--- config.mk ---
export PLATFORM = sky130hd
export DESIGN_NAME = mem_arbiter_flat
export DESIGN_NICKNAME = d
export VERILOG_FILES = /design/src/rtl/mem_arb_pkg.sv /design/src/rtl/mem_arbiter_if.sv /design/src/rtl/mem_arb_pick.sv /design/src/rtl/mem_arbiter.sv /design/src/flat_wrapper.sv
export SDC_FILE = /design/constraint.sdc
export NUM_CORES = 1
export LEC_CHECK = 0
export CORE_AREA = 2 2 108 110
export CTS_BUF_LIST = sky130_fd_sc_hd__clkbuf_4 sky130_fd_sc_hd__clkbuf_8
export DETAILED_ROUTE_END_ITERATION = 16
export DIE_AREA = 0 0 110 112
export PLACE_DENSITY = 0.76
export RECOVER_POWER = 25
export SYNTH_ARGS = -nofsm -noshare
export SYNTH_HDL_FRONTEND = slang
export SYNTH_SLANG_ARGS = --single-unit
--- constraint.sdc ---
create_clock -name clk -period 5.9 [get_ports clk]
set_clock_uncertainty 0.1 [all_clocks]
set_input_delay 1.475 -clock clk [delete_from_list [all_inputs] [get_ports clk]]
set_output_delay 1.475 -clock clk [all_outputs]
set_load 0.01 [all_outputs]
--- src/rtl/mem_arb_pkg.sv ---
// Shared types and widths for the IF/DM memory arbiter.
package mem_arb_pkg;

    localparam int MEM_ADDR_W = 32;
    localparam int MEM_DATA_W = 32;
    localparam int MEM_BE_W   = MEM_DATA_W / 8;

    typedef enum logic [1:0] {
        IDLE = 2'd0,
        REQ  = 2'd1,
        WAIT = 2'd2
    } arb_state_e;

    typedef enum logic {
        OWN_IF = 1'b0,
        OWN_DM = 1'b1
    } owner_e;

    typedef struct packed {
        logic [MEM_ADDR_W-1:0] addr;
        logic                  we;
        logic [MEM_BE_W-1:0]   be;
        logic [MEM_DATA_W-1:0] wdata;
    } mem_req_t;

endpackage

--- src/rtl/mem_arbiter_if.sv ---
// Bus bundle between the two requesters, the arbiter and the memory port.
// slave: the arbiter's view. master: the requesters and memory side.
interface mem_arbiter_if
    import mem_arb_pkg::*;
#(
    parameter int ADDR_W = MEM_ADDR_W,
    parameter int DATA_W = MEM_DATA_W
);

    logic                  if_req_valid;
    logic                  if_req_ready;
    logic [ADDR_W-1:0]     if_req_addr;
    logic                  if_rsp_valid;
    logic [DATA_W-1:0]     if_rsp_rdata;

    logic                  dm_req_valid;
    logic                  dm_req_ready;
    logic [ADDR_W-1:0]     dm_req_addr;
    logic                  dm_req_we;
    logic [DATA_W/8-1:0]   dm_req_be;
    logic [DATA_W-1:0]     dm_req_wdata;
    logic                  dm_rsp_valid;
    logic [DATA_W-1:0]     dm_rsp_rdata;

    logic                  mem_req_valid;
    logic                  mem_req_ready;
    logic [ADDR_W-1:0]     mem_addr;
    logic                  mem_we;
    logic [DATA_W/8-1:0]   mem_be;
    logic [DATA_W-1:0]     mem_wdata;
    logic                  mem_rsp_valid;
    logic [DATA_W-1:0]     mem_rdata;

    logic                  err_spurious;

    modport slave (
        input  if_req_valid, if_req_addr,
        output if_req_ready, if_rsp_valid, if_rsp_rdata,
        input  dm_req_valid, dm_req_addr, dm_req_we, dm_req_be, dm_req_wdata,
        output dm_req_ready, dm_rsp_valid, dm_rsp_rdata,
        output mem_req_valid, mem_addr, mem_we, mem_be, mem_wdata,
        input  mem_req_ready, mem_rsp_valid, mem_rdata,
        output err_spurious
    );

    modport master (
        output if_req_valid, if_req_addr,
        input  if_req_ready, if_rsp_valid, if_rsp_rdata,
        output dm_req_valid, dm_req_addr, dm_req_we, dm_req_be, dm_req_wdata,
        input  dm_req_ready, dm_rsp_valid, dm_rsp_rdata,
        input  mem_req_valid, mem_addr, mem_we, mem_be, mem_wdata,
        output mem_req_ready, mem_rsp_valid, mem_rdata,
        input  err_spurious
    );

endinterface

--- src/rtl/mem_arb_pick.sv ---
// Combinational winner select between IF and DM.
// Build option MEM_ARB_ROUND_ROBIN_EN: on a conflict the requester that did
// not own the previous transaction wins. Without it DM always wins a conflict.
module mem_arb_pick
    import mem_arb_pkg::*;
(
    input  logic   if_valid,
    input  logic   dm_valid,
    input  owner_e last_owner,
    output logic   grant_if,
    output logic   grant_dm
);

`ifndef MEM_ARB_ROUND_ROBIN_EN
    // last_owner is tracked by the top in both builds; fixed priority ignores it.
    logic unused_last_owner;
    assign unused_last_owner = last_owner;
`endif

    // Grant at most one requester; a lone requester always wins.
    always_comb begin
        grant_if = 1'b0;
        grant_dm = 1'b0;
        if (if_valid && dm_valid) begin
`ifdef MEM_ARB_ROUND_ROBIN_EN
            if (last_owner == OWN_IF) begin
                grant_dm = 1'b1;
            end else begin
                grant_if = 1'b1;
            end
`else
            grant_dm = 1'b1;
`endif
        end else begin
            grant_if = if_valid;
            grant_dm = dm_valid;
        end
    end

endmodule

--- src/rtl/mem_arbiter.sv ---
// Shares the core memory port between instruction fetch and data access.
// One transaction in flight; the response is routed back to its owner.
// Arbitration policy selected by MEM_ARB_ROUND_ROBIN_EN (see mem_arb_pick).
//
// state | meaning
// IDLE  | no transaction; accept the winning requester
// REQ   | latched request presented to memory, waiting for mem_req_ready
// WAIT  | request taken by memory, waiting for mem_rsp_valid
module mem_arbiter
    import mem_arb_pkg::*;
#(
    parameter int ADDR_W = MEM_ADDR_W,
    parameter int DATA_W = MEM_DATA_W
)(
    input  logic           clk,
    input  logic           rst_n,
    mem_arbiter_if.slave   bus
);

    arb_state_e state_q, state_d;
    owner_e     owner_q;
    owner_e     last_owner_q;
    mem_req_t   req_q;
    logic       err_q;

    logic grant_if, grant_dm;
    logic accept_if, accept_dm;
    logic rsp_fire;

    logic [DATA_W-1:0] rdata_sel;
    logic              if_rsp_fire, dm_rsp_fire;

    mem_arb_pick u_pick (
        .if_valid   (bus.if_req_valid),
        .dm_valid   (bus.dm_req_valid),
        .last_owner (last_owner_q),
        .grant_if   (grant_if),
        .grant_dm   (grant_dm)
    );

    // Next-state and handshake decode. Accept and response are both held off
    // while rst_n is low so a reset cycle never shows a handshake or pulse.
    always_comb begin
        state_d   = state_q;
        accept_if = 1'b0;
        accept_dm = 1'b0;
        rsp_fire  = 1'b0;
        case (state_q)
            IDLE: begin
                accept_if = rst_n && grant_if;
                accept_dm = rst_n && grant_dm;
                if (accept_if || accept_dm) begin
                    state_d = REQ;
                end
            end
            REQ: begin
                if (bus.mem_req_ready) begin
                    state_d = WAIT;
                end
            end
            WAIT: begin
                if (bus.mem_rsp_valid) begin
                    rsp_fire = rst_n;
                    state_d  = IDLE;
                end
            end
            default: state_d = IDLE;
        endcase
    end

    // State register.
    always_ff @(posedge clk) begin
        if (!rst_n) begin
            state_q <= IDLE;
        end else begin
            state_q <= state_d;
        end
    end

    // Latch the accepted request and its owner; IF is always a full-word read.
    always_ff @(posedge clk) begin
        if (!rst_n) begin
            req_q        <= '0;
            owner_q      <= OWN_DM;
            last_owner_q <= OWN_DM;
        end else if (accept_dm) begin
            req_q.addr   <= MEM_ADDR_W'(bus.dm_req_addr);
            req_q.we     <= bus.dm_req_we;
            req_q.be     <= MEM_BE_W'(bus.dm_req_be);
            req_q.wdata  <= MEM_DATA_W'(bus.dm_req_wdata);
            owner_q      <= OWN_DM;
            last_owner_q <= OWN_DM;
        end else if (accept_if) begin
            req_q.addr   <= MEM_ADDR_W'(bus.if_req_addr);
            req_q.we     <= 1'b0;
            req_q.be     <= '1;
            req_q.wdata  <= '0;
            owner_q      <= OWN_IF;
            last_owner_q <= OWN_IF;
        end
    end

    // Sticky flag for a memory response arriving with nothing waiting for it.
    always_ff @(posedge clk) begin
        if (!rst_n) begin
            err_q <= 1'b0;
        end else if (bus.mem_rsp_valid && (state_q != WAIT)) begin
            err_q <= 1'b1;
        end
    end

    // Response steering: read data passes straight through in the cycle memory
    // answers; write acks return zero data.
    always_comb begin
        rdata_sel   = DATA_W'(bus.mem_rdata);
        if_rsp_fire = rsp_fire && (owner_q == OWN_IF);
        dm_rsp_fire = rsp_fire && (owner_q == OWN_DM);
    end

    assign bus.if_req_ready  = accept_if;
    assign bus.dm_req_ready  = accept_dm;
    assign bus.mem_req_valid = (state_q == REQ);
    assign bus.mem_addr      = req_q.addr;
    assign bus.mem_we        = req_q.we;
    assign bus.mem_be        = req_q.be;
    assign bus.mem_wdata     = req_q.wdata;
    assign bus.if_rsp_valid  = if_rsp_fire;
    assign bus.if_rsp_rdata  = if_rsp_fire ? rdata_sel : {DATA_W{1'b0}};
    assign bus.dm_rsp_valid  = dm_rsp_fire;
    assign bus.dm_rsp_rdata  = (dm_rsp_fire && !req_q.we) ? rdata_sel : {DATA_W{1'b0}};
    assign bus.err_spurious  = err_q;

endmodule

--- src/flat_wrapper.sv ---
// flat-port wrapper written by rule: the top's interface ports become plain ports
module mem_arbiter_flat import mem_arb_pkg::*;
#(
    parameter int ADDR_W = MEM_ADDR_W,
    parameter int DATA_W = MEM_DATA_W
)
  (clk, rst_n, bus_if_req_valid, bus_if_req_addr, bus_if_req_ready, bus_if_rsp_valid, bus_if_rsp_rdata, bus_dm_req_valid, bus_dm_req_addr, bus_dm_req_we, bus_dm_req_be, bus_dm_req_wdata, bus_dm_req_ready, bus_dm_rsp_valid, bus_dm_rsp_rdata, bus_mem_req_valid, bus_mem_addr, bus_mem_we, bus_mem_be, bus_mem_wdata, bus_mem_req_ready, bus_mem_rsp_valid, bus_mem_rdata, bus_err_spurious);
  mem_arbiter_if #(.ADDR_W(ADDR_W), .DATA_W(DATA_W)) bus_i ();
  input  logic clk;
  input  logic rst_n;
  input wire logic [$bits(bus_i.if_req_valid)-1:0] bus_if_req_valid;
  input wire logic [$bits(bus_i.if_req_addr)-1:0] bus_if_req_addr;
  output wire logic [$bits(bus_i.if_req_ready)-1:0] bus_if_req_ready;
  output wire logic [$bits(bus_i.if_rsp_valid)-1:0] bus_if_rsp_valid;
  output wire logic [$bits(bus_i.if_rsp_rdata)-1:0] bus_if_rsp_rdata;
  input wire logic [$bits(bus_i.dm_req_valid)-1:0] bus_dm_req_valid;
  input wire logic [$bits(bus_i.dm_req_addr)-1:0] bus_dm_req_addr;
  input wire logic [$bits(bus_i.dm_req_we)-1:0] bus_dm_req_we;
  input wire logic [$bits(bus_i.dm_req_be)-1:0] bus_dm_req_be;
  input wire logic [$bits(bus_i.dm_req_wdata)-1:0] bus_dm_req_wdata;
  output wire logic [$bits(bus_i.dm_req_ready)-1:0] bus_dm_req_ready;
  output wire logic [$bits(bus_i.dm_rsp_valid)-1:0] bus_dm_rsp_valid;
  output wire logic [$bits(bus_i.dm_rsp_rdata)-1:0] bus_dm_rsp_rdata;
  output wire logic [$bits(bus_i.mem_req_valid)-1:0] bus_mem_req_valid;
  output wire logic [$bits(bus_i.mem_addr)-1:0] bus_mem_addr;
  output wire logic [$bits(bus_i.mem_we)-1:0] bus_mem_we;
  output wire logic [$bits(bus_i.mem_be)-1:0] bus_mem_be;
  output wire logic [$bits(bus_i.mem_wdata)-1:0] bus_mem_wdata;
  input wire logic [$bits(bus_i.mem_req_ready)-1:0] bus_mem_req_ready;
  input wire logic [$bits(bus_i.mem_rsp_valid)-1:0] bus_mem_rsp_valid;
  input wire logic [$bits(bus_i.mem_rdata)-1:0] bus_mem_rdata;
  output wire logic [$bits(bus_i.err_spurious)-1:0] bus_err_spurious;
  assign bus_i.if_req_valid = bus_if_req_valid;
  assign bus_i.if_req_addr = bus_if_req_addr;
  assign bus_if_req_ready = bus_i.if_req_ready;
  assign bus_if_rsp_valid = bus_i.if_rsp_valid;
  assign bus_if_rsp_rdata = bus_i.if_rsp_rdata;
  assign bus_i.dm_req_valid = bus_dm_req_valid;
  assign bus_i.dm_req_addr = bus_dm_req_addr;
  assign bus_i.dm_req_we = bus_dm_req_we;
  assign bus_i.dm_req_be = bus_dm_req_be;
  assign bus_i.dm_req_wdata = bus_dm_req_wdata;
  assign bus_dm_req_ready = bus_i.dm_req_ready;
  assign bus_dm_rsp_valid = bus_i.dm_rsp_valid;
  assign bus_dm_rsp_rdata = bus_i.dm_rsp_rdata;
  assign bus_mem_req_valid = bus_i.mem_req_valid;
  assign bus_mem_addr = bus_i.mem_addr;
  assign bus_mem_we = bus_i.mem_we;
  assign bus_mem_be = bus_i.mem_be;
  assign bus_mem_wdata = bus_i.mem_wdata;
  assign bus_i.mem_req_ready = bus_mem_req_ready;
  assign bus_i.mem_rsp_valid = bus_mem_rsp_valid;
  assign bus_i.mem_rdata = bus_mem_rdata;
  assign bus_err_spurious = bus_i.err_spurious;
  mem_arbiter #(.ADDR_W(ADDR_W), .DATA_W(DATA_W)) u_core (.clk(clk), .rst_n(rst_n), .bus(bus_i));
endmodule
# Yosys cells after proc, flatten, opt, wreduce, memory -nomap -nowiden
# Cells that the tools add are included.
[totals]
reg_bits = 73
input_bits = 139
output_inout_bits = 139
word_cells = 42
[op_classes]
eq_ne = 6
n_mux = 14
bitwise = 2
reduce_logical = 13
[op_table]
columns = ["op", "n"]
rows = [
  ["2-to-1 mux 69 bit", 2],
  ["2-to-1 mux 32 bit", 2],
  ["logical AND 1 bit", 7],
  ["2-to-1 mux 1 bit", 6],
  ["2-to-1 mux 2 bit", 3],
  ["case mux 2 bit (3 select lines)", 1],
  ["!= test 2 x 1 -> 1 bit, second input constant", 2],
  ["!= test 2 bit, second input constant", 2],
  ["AND reduction 3 bit", 1],
  ["== test 2 x 1 -> 1 bit, second input constant", 1],
  ["== test 2 bit, second input constant", 1],
  ["zero test 2 bit", 1],
  ["inverter 1 bit", 2],
  ["nonzero test 2 bit", 1],
  ["OR reduction 2 bit", 1],
  ["zero test 1 bit", 1],
  ["logical OR 1 bit", 1],
]

# Depth between registers and ports, before layout
# Gate-level depths: netlist of the first run.
[logic_depth]
ltp_word = 6
depth_mapped = 5
mapped_depth_nobuf = 3

# Modules after synthesis
# From an unflattened synthesis of the first run, not the netlist that was laid out.
[unflattened]
hier_cells = 334
area_unflattened_um2 = 3305.7
[modules_own_cells]
columns = ["module", "n_inst", "cells_per_inst", "area_per_inst_um2", "seq_area_each_um2"]
rows = [
  ["mem_arbiter", 1, 332, 3295.7, 1461.4],
  ["mem_arb_pick", 1, 2, 10.0, 0.0],
]

# Worst setup path before layout of the first run
# Ideal clock, no wire load.
[synth_timing]
path_type = "input -> output"
startpoint = "input port rst_n"
endpoint = "output port bus_if_rsp_rdata[14]"
arrival_time_ns = 2.494
required_time_ns = 4.325
path_slack_ns = 1.831
path_stages = 5
path_buffers = 2
cell_sequence = "buf_2 -> nand3b_1 -> nor3b_2 -> clkbuf_1 -> and2_1"
[synth_between]
elab_chain_len = 4
[synth_rtl]
columns = ["item", "line_no", "source"]
rows = [
  ["start, declared", "flat_wrapper.sv:10", "input logic rst_n;"],
  ["2-to-1 mux 1 bit", "mem_arbiter.sv:62", "if (bus.mem_rsp_valid) begin"],
  ["2-to-1 mux 1 bit", "mem_arbiter.sv:48", "case (state_q)"],
  ["logical AND 1 bit", "mem_arbiter.sv:116", "if_rsp_fire = rsp_fire && (owner_q == OWN_IF);"],
  ["named net bus_if_rsp_valid", "flat_wrapper.sv:14", "output wire logic [$bits(bus_i.if_rsp_valid)-1:0] bus_if_rsp_valid;"],
  ["2-to-1 mux 32 bit", "mem_arbiter.sv:128", "assign bus.if_rsp_rdata = if_rsp_fire ? rdata_sel : {DATA_W{1'b0}};"],
  ["end, declared", "flat_wrapper.sv:15", "output wire logic [$bits(bus_i.if_rsp_rdata)-1:0] bus_if_rsp_rdata;"],
]
# The timed path passes the listed nets, and every way through them passes these cells.

# Worst setup path in the final report of the first run
[layout_timing]
startpoint = "input port rst_n"
endpoint = "output port bus_dm_rsp_rdata[1]"
[layout_between]
elab_chain_len = 5
[layout_rtl]
columns = ["item", "line_no", "source"]
rows = [
  ["2-to-1 mux 1 bit", "mem_arbiter.sv:62", ""],
  ["2-to-1 mux 1 bit", "mem_arbiter.sv:48", ""],
  ["logical AND 1 bit", "mem_arbiter.sv:117", "dm_rsp_fire = rsp_fire && (owner_q == OWN_DM);"],
  ["logical AND 1 bit", "mem_arbiter.sv:130", "assign bus.dm_rsp_rdata = (dm_rsp_fire && !req_q.we) ? rdata_sel : {DATA_W{1'b0}};"],
  ["2-to-1 mux 32 bit", "mem_arbiter.sv:130", ""],
  ["end, declared", "flat_wrapper.sv:23", "output wire logic [$bits(bus_i.dm_rsp_rdata)-1:0] bus_dm_rsp_rdata;"],
]
# Every way passes these cells.

==> results_tabular.tex, run 1 <==
\begin{tabular}{lr}
\hline
Metric & Value \\
\hline
\multicolumn{2}{l}{\textbf{Status}} \\
Outcome & completed \\
\multicolumn{2}{l}{\textbf{Power and ir drop}} \\
Leakage Power & 2.44 nW \\
Total Power Consumption & 1.31 mW \\
Total power divided by cell area & 206 nW/um\^{}2 \\
Highest ir drop seen on vdd & 0.141 mV \\
\multicolumn{2}{l}{\textbf{Synthesis}} \\
Synth Area per Inst & 11.1 sq um \\
Library cell with the highest instance count after synthesis & dfxtp\_1 \\
Net count after synthesis & 436 \\
Share of Yosys cell area claimed by the top area cell type & 0.444 \\
Seq/Total Area, Yosys & 0.444 \\
Most common flop cell mapped by yosys & dfxtp\_1 \\
Number of flops mapped to enable cells by yosys & 0 \\
Unique masters post-synth & 31 \\
Asr flop ratio synth & 0 \\
Number of storage elements in the synthesis netlist & 73 \\
Synth Cell Area & 3290 sq um \\
Instance count of the mapped netlist & 297 \\
Count of synthesis-stage warnings from yosys & 0 \\
Most used standard cells in the synthesized netlist & 73 x dfxtp\_1, 64 x and2\_1, 33 x a22o\_1, 31 x o221ai\_1, 30 x a2bb2oi\_2 \\
Cell types occupying the most area after synthesis & dfxtp\_1 44\%, a2bb2oi\_2 14\%, and2\_1 12\% \\
Cell type with the highest aggregate area in the netlist & dfxtp\_1 \\
\multicolumn{2}{l}{\textbf{Clock network}} \\
CTS buffer count & 9 \\
Insertion delay to the later sink of the worst-skew pair & 330 ps \\
Cts repair resizes & 0 \\
TritonCTS clock tree & yes \\
Number of levels in the clock H-tree & 3 \\
Master cell of the clock root buffer & clkbuf\_8 \\
Register clock-pin slew on the reported worst setup and hold paths & 80 ps \\
Clock tree sinks & 73 \\
Number of setup buffers added after CTS & 0 \\
Buffer levels on the longest clock path & 2 \\
Hold Buf Count CTS & 0 \\
\multicolumn{2}{l}{\textbf{Global route}} \\
Final global-route overflow total & 0 \\
Largest net degree at the start of global routing & 37 \\
Vias in the first global route & 3,349 \\
Global-route usage over all layers & 0.189 \\
Global-route wire length before repair & 18,000 um \\
Initial antenna violation count & 1 \\
\multicolumn{2}{l}{\textbf{Hold path}} \\
Worst Hold Class & flop to flop \\
\multicolumn{2}{l}{\textbf{Final layout}} \\
Footprint of the flip-flops and latches & 1460 sq um \\
Count of fill cells added during filler insertion & about 1,000 \\
Area of the multi-input gates & 1670 sq um \\
Layout cell share with drive strength beyond 1 & 0.111 \\
Area Overhead vs Synth & 92.8\% \\
Final core area utilization & 0.568 \\
Antenna diodes & 0 \\
Count of non-filler cells in the finished layout & 709 \\
Net count, final & 700 \\
\multicolumn{2}{l}{\textbf{Detailed routing}} \\
Mean routed wirelength per cell & 17.3 um \\
Post-route ant nets & 0 \\
DRC violations left & 0 \\
Routed via count & 3,489 \\
Number of DRC markers after the initial detailed-route iteration & around 160 \\
Total Routed Length & approximately 12,000 um \\
Total iterations of the first detailed-routing run & 4 \\
Number of vias per cell after detailed routing & 4.92 \\
\multicolumn{2}{l}{\textbf{Place}} \\
Placed Cells & 693 \\
Place WS & about 750 ps \\
Placer's final routability congestion estimate & $\sim$0.75 \\
Input/output buffers & 277 \\
DPL Wire Length & 9440 um \\
\multicolumn{2}{l}{\textbf{Timing}} \\
Count of endpoints failing setup in the final report & 0 \\
Total Negative Setup Slacks & 0 ps \\
PnR worst setup slack & 689 ps \\
Number of max-slew violations in the final report & 0 \\
Setup repair after global routing missed its margin & no \\
Fin. Hold Viols & 0 \\
Relative slew slack & 0.0411 \\
Crit share post-route & 0.883 \\
Tmin final & 5210 ps \\
Max frequency & 192 MHz \\
Tightest Pin Transition & 1440 ps \\
\multicolumn{2}{l}{\textbf{Die}} \\
Overall die width & 110 um \\
Rows & 39 \\
Height of the die & 112 um \\
Die area & 12,300 sq um \\
Standard cell core area & 11,200 sq um \\
Count of pins on the block boundary & 278 \\
Initial Utilization & 0.295 \\
\multicolumn{2}{l}{\textbf{Run}} \\
Max-Cap Viols & 0 \\
\multicolumn{2}{l}{\textbf{Critical path}} \\
Critical path peak fanout & 32 \\
Crit path required time & 4320 ps \\
Worst Path Class, Setup & primary input to output pin \\
CP Launch Type & primary input \\
CP Capture Type & output pin \\
Data arrival time at the worst-slack endpoint & roughly 3600 ps \\
\hline
\end{tabular}
[worst max-delay path, cell delays in order]
cell	delay, ps
dlygate4sd3_1	750
nand3b_1	210
nor3_2	180
buf_4	280
and2_1	180
clkdlybuf4s50_1	550
[cells by family (layout without fill, tap and decap cells)]
group	Yosys count	in the layout	share of synthesized area
flip-flops	73	73	0.444
buffers and inverters	33	302	0.0505
AO/OA/AOI/OAI	106	106	0.340
AND/OR/NAND/NOR	85	85	0.166
[area by class of cell]
class,instances,area share
Clock buffer,9,0.0195
Clock inverter,7,0.0134
Inverter,2,0.00118
Multi-Input combinational cell,191,0.263
Sequential cell,73,0.230
Tap cell,143,0.0282
Timing Repair Buffer,284,0.444
[path summary, 6_finish.rpt]
kind         depth (start not counted)                  endpoint  slack, ps                      from
min reg2reg                          1  u_core.bus.mem_wdata[28]        370  u_core.bus.mem_wdata[28]
max                                  6       bus_dm_rsp_rdata[1]        690                     rst_n
max reg2reg                          3   u_core.bus.mem_wdata[5]       3790         u_core.state_q[1]
min                                  1  u_core.bus.mem_wdata[28]        370  u_core.bus.mem_wdata[28]
[cell usage in the layout, fill, tap and decap left out, drive strengths merged]
| cell type | instances |
|---|---|
| a2bb2oi | 31 |
| nand2b | 2 |
| dfxtp | 73 |
| bufinv | 1 |
| nand3b | 1 |
| dlygate4sd3 | 51 |
| clkbuf | 10 |
| o2bb2a | 1 |
| nor2b | 4 |
| o22a | 1 |
| clkdlybuf4s50 | 226 |
| a22o | 33 |
| clkinvlp | 2 |
| a21oi | 1 |
| o21ai | 1 |
| o21a | 2 |
| o221a | 5 |
| or2 | 2 |
| and2 | 64 |
| nor3b | 1 |
| buf | 6 |
| nor2 | 6 |
| inv | 5 |
| or3b | 1 |
| nor3 | 1 |
| nand2 | 2 |
| o221ai | 31 |
| nand3 | 1 |
| clkinv | 1 |
[metrics by stage]
stage	hold WS [ps]	instance area, sq um
final	373	6350
after floorplan	389	3290
after global routing	382	6350
after CTS	383	6350
after detailed placement	358	6140
after global placement	355	6140
[registers in the layout (all words and copies together) (netlist names)]
register and flops:
u_core.bus.err_spurious 1, u_core.bus.mem_addr 32, u_core.bus.mem_be 4, u_core.bus.mem_wdata 32, u_core.bus.mem_we 1, u_core.owner_q 1, u_core.state_q 2
[power breakdown]
part / internal [mW] / switching [mW] / total (mW)
Combinational: 0.206 / 0.120 / 0.326
Clock: 0.204 / 0.217 / 0.422
Sequential: 0.534 / 0.0254 / 0.560
Total: 0.945 / 0.362 / 1.31
[routing by layer]
metal	up-vias	wire [um]	global-route usage	share of wire
li1	1658	-	-	-
met1	1626	4570	0.207	0.37
met2	176	5990	0.322	0.49
met3	27	1380	0.0773	0.11
met4	2	280	0.0717	0.023
met5	-	13	0	0.0011
(Power assumes the default switching activity.)
==> inputs of run 2 (changes only) <==
--- a/config.mk
+++ b/config.mk
@@ -11,6 +11,7 @@
 export DIE_AREA = 0 0 110 112
 export PLACE_DENSITY = 0.76
 export RECOVER_POWER = 25
+export SKIP_CTS_REPAIR_TIMING = 1
 export SYNTH_ARGS = -nofsm -noshare
 export SYNTH_HDL_FRONTEND = slang
 export SYNTH_SLANG_ARGS = --single-unit
==> results of run 2 <==
Final layout, timing and power as in run 1 (identical DEF).
==> inputs of run 3 (changes only) <==
--- a/config.mk
+++ b/config.mk
@@ -9,6 +9,7 @@
 export CTS_BUF_LIST = sky130_fd_sc_hd__clkbuf_4 sky130_fd_sc_hd__clkbuf_8
 export DETAILED_ROUTE_END_ITERATION = 16
 export DIE_AREA = 0 0 110 112
+export MAX_ROUTING_LAYER = met4
 export PLACE_DENSITY = 0.76
 export RECOVER_POWER = 25
 export SKIP_CTS_REPAIR_TIMING = 1
==> run 3 against run 2 <==
Die area is the same. Wire length is essentially flat. Global-route usage grew 0.62 points. Fmax is essentially flat. Non-clock buffer count is the same. Via count shrank 0.32%. Largest power group unchanged. Combinational power is essentially flat. Core utilization is essentially flat. Clock power is essentially flat. Power is essentially flat. Setup slack is essentially flat.
==> results_tabular.tex, run 3 (synthesis results as in run 1) <==
\begin{tabular}{lr}
\hline
Metric & Value \\
\hline
\multicolumn{2}{l}{\textbf{Die}} \\
Standard cell core area & 11,200 sq um (unchanged) \\
Die area & 12,300 sq um (unchanged) \\
Count of pins on the block boundary & 278 (unchanged) \\
Rows & 39 (unchanged) \\
Initial Utilization & 0.295 (unchanged) \\
Height of the die & 112 um (unchanged) \\
Overall die width & 110 um (unchanged) \\
\multicolumn{2}{l}{\textbf{Final layout}} \\
Count of non-filler cells in the finished layout & 710 (+0.14\%) \\
Area Overhead vs Synth & 92.9\% (about the same) \\
Layout cell share with drive strength beyond 1 & 0.111 (unchanged) \\
Commonest non-fill, non-tap cell in the layout & clkdlybuf4s50\_1 \\
Net count, final & 700 (unchanged) \\
Most used cells in the layout excluding fill and tap cells & 226 x clkdlybuf4s50\_1, 73 x dfxtp\_1, 64 x and2\_1 \\
\multicolumn{2}{l}{\textbf{Global route}} \\
Final global-route overflow total & 0 (unchanged) \\
Vias in the first global route & 3,346 (-0.090\%) \\
Largest net degree at the start of global routing & 37 (unchanged) \\
Initial antenna violation count & 1 (unchanged) \\
Global-route wire length before repair & 18,000 um (+0.12\%) \\
Global-route usage over all layers & 0.195 (+0.00616) \\
\multicolumn{2}{l}{\textbf{Power and ir drop}} \\
Switch share & 0.278 (+0.000296) \\
Total power divided by cell area & 206 nW/um\^{}2 (about the same) \\
Internal power summed over all cells & 945 uW (about the same) \\
Highest ir drop seen on vdd & 0.142 mV (+1.1\%) \\
Total Power Consumption & 1.31 mW (about the same) \\
Leakage Power & 2.44 nW (about the same) \\
Sequential Power Share & 0.428 (about the same) \\
Clock network fraction of design power & 0.323 (about the same) \\
Net switching component of the power & 363 uW (+0.16\%) \\
Logic pwr share & 0.249 (about the same) \\
\multicolumn{2}{l}{\textbf{Status}} \\
Outcome & completed \\
\multicolumn{2}{l}{\textbf{Timing}} \\
Total Negative Setup Slacks & 0 ps (unchanged) \\
Relative slew slack & 0.0357 (-0.00546) \\
Fin. Hold Viols & 0 (unchanged) \\
Tmin final & 5210 ps (-0.383 ps) \\
Minimum hold slack & 373 ps (-0.0110 ps) \\
Max frequency & 192 MHz (about the same) \\
Tightest Pin Transition & 1450 ps (+8.19 ps) \\
Setup repair after global routing missed its margin & no \\
Count of endpoints failing setup in the final report & 0 (unchanged) \\
Number of max-slew violations in the final report & 0 (unchanged) \\
Crit share post-route & 0.883 (about the same) \\
\multicolumn{2}{l}{\textbf{Clock network}} \\
TritonCTS clock tree & yes \\
Number of levels in the clock H-tree & 3 (unchanged) \\
Master cell of the clock root buffer & clkbuf\_8 \\
CTS buffer count & 9 (unchanged) \\
Insertion delay to the later sink of the worst-skew pair & 330 ps (about the same) \\
Register clock-pin slew on the reported worst setup and hold paths & 80 ps (about the same) \\
Buffer levels on the longest clock path & 2 (unchanged) \\
Clock tree sinks & 73 (unchanged) \\
\multicolumn{2}{l}{\textbf{Place}} \\
Placed Cells & 693 (unchanged) \\
Input/output buffers & 277 (unchanged) \\
DPL Wire Length & 9440 um (unchanged) \\
Placer's final routability congestion estimate & 0.755 (+1.3\%) \\
\multicolumn{2}{l}{\textbf{Detailed routing}} \\
Routed via count & 3,478 (-0.32\%) \\
Number of vias per cell after detailed routing & 4.90 (-0.46\%) \\
DRC violations left & 0 (unchanged) \\
Mean routed wirelength per cell & 17.3 um (about the same) \\
Post-route ant nets & 0 (unchanged) \\
Number of DRC markers after the initial detailed-route iteration & 172 (+4.9\%) \\
Total iterations of the first detailed-routing run & 4 (unchanged) \\
Total Routed Length & 12,200 um (about the same) \\
\multicolumn{2}{l}{\textbf{Critical path}} \\
Worst Path Class, Setup & primary input to output pin \\
CP Launch Type & primary input \\
Critical path peak fanout & 33 (+3.1\%) \\
Crit path required time & 4320 ps (about the same) \\
CP Capture Type & output pin \\
Data arrival time at the worst-slack endpoint & 3640 ps (about the same) \\
\multicolumn{2}{l}{\textbf{Run}} \\
Max-Cap Viols & 0 (unchanged) \\
\multicolumn{2}{l}{\textbf{Hold path}} \\
Worst Hold Class & flop to flop \\
\hline
\end{tabular}
run 3: changes by cell type in the layout (fill, tap and decap cells not counted):
cell	change
diode_2	+1
run 3: critical path: stages:
cell and delay [ps]:
dlygate4sd3_1 750, nand3b_1 210, nor3b_2 190, buf_4 280, and2_1 180, clkdlybuf4s50_1 540
run 3: power by group through the flow:
stage	clock network, mW	logic (mW)	registers, mW
after global routing	0.461	0.347	0.565
after detailed placement	0	0.338	0.572
after floorplan	0	0.121	0.589
after global placement	0	0.333	0.570
after CTS	0.440	0.340	0.561
final	0.422	0.326	0.560
run 3: path summary, 6_finish.rpt:
check             cells after the start                        to                     start  slack, ps
hold reg to reg                       1  u_core.bus.mem_wdata[28]  u_core.bus.mem_wdata[28]        370
setup reg to reg                      3  u_core.bus.mem_wdata[25]         u_core.state_q[1]       3800
hold / removal                        1  u_core.bus.mem_wdata[28]  u_core.bus.mem_wdata[28]        370
setup / recovery                      6      bus_if_rsp_rdata[17]                     rst_n        690
run 3: layout make-up:
cell class / instances / area [sq um]
clock buffers: 9 / 124
clock inverters: 7 / 85.1
multi-input cells: 191 / 1670
inverters: 2 / 7.51
well taps: 143 / 179
flip-flops and latches: 73 / 1460
diodes: 1 / 2.50
repair buffers: 284 / 2820
fillers: 1000 / 4820
run 3: stage by stage:
| step | cell area (sq um) | setup slack [ps] | util |
|---|---|---|---|
| finish | 6350 | 690 | 0.568 |
| floorplan | 3290 | 1830 | - |
| global route | 6350 | 475 | 0.568 |
| CTS | 6350 | 744 | 0.568 |
| global placement | 6140 | 778 | 0.550 |
| detailed placement | 6140 | 747 | 0.550 |
run 3: metal layers:
metal / vias to the layer above / share of wire / global-route usage
met1: 1633 / 0.39 / 0.215
met4: 0 / 0.020 / 0.0667
met3: 21 / 0.10 / 0.0667
li1: 1661 / - / -
met5: - / 0 / -
met2: 163 / 0.49 / 0.325
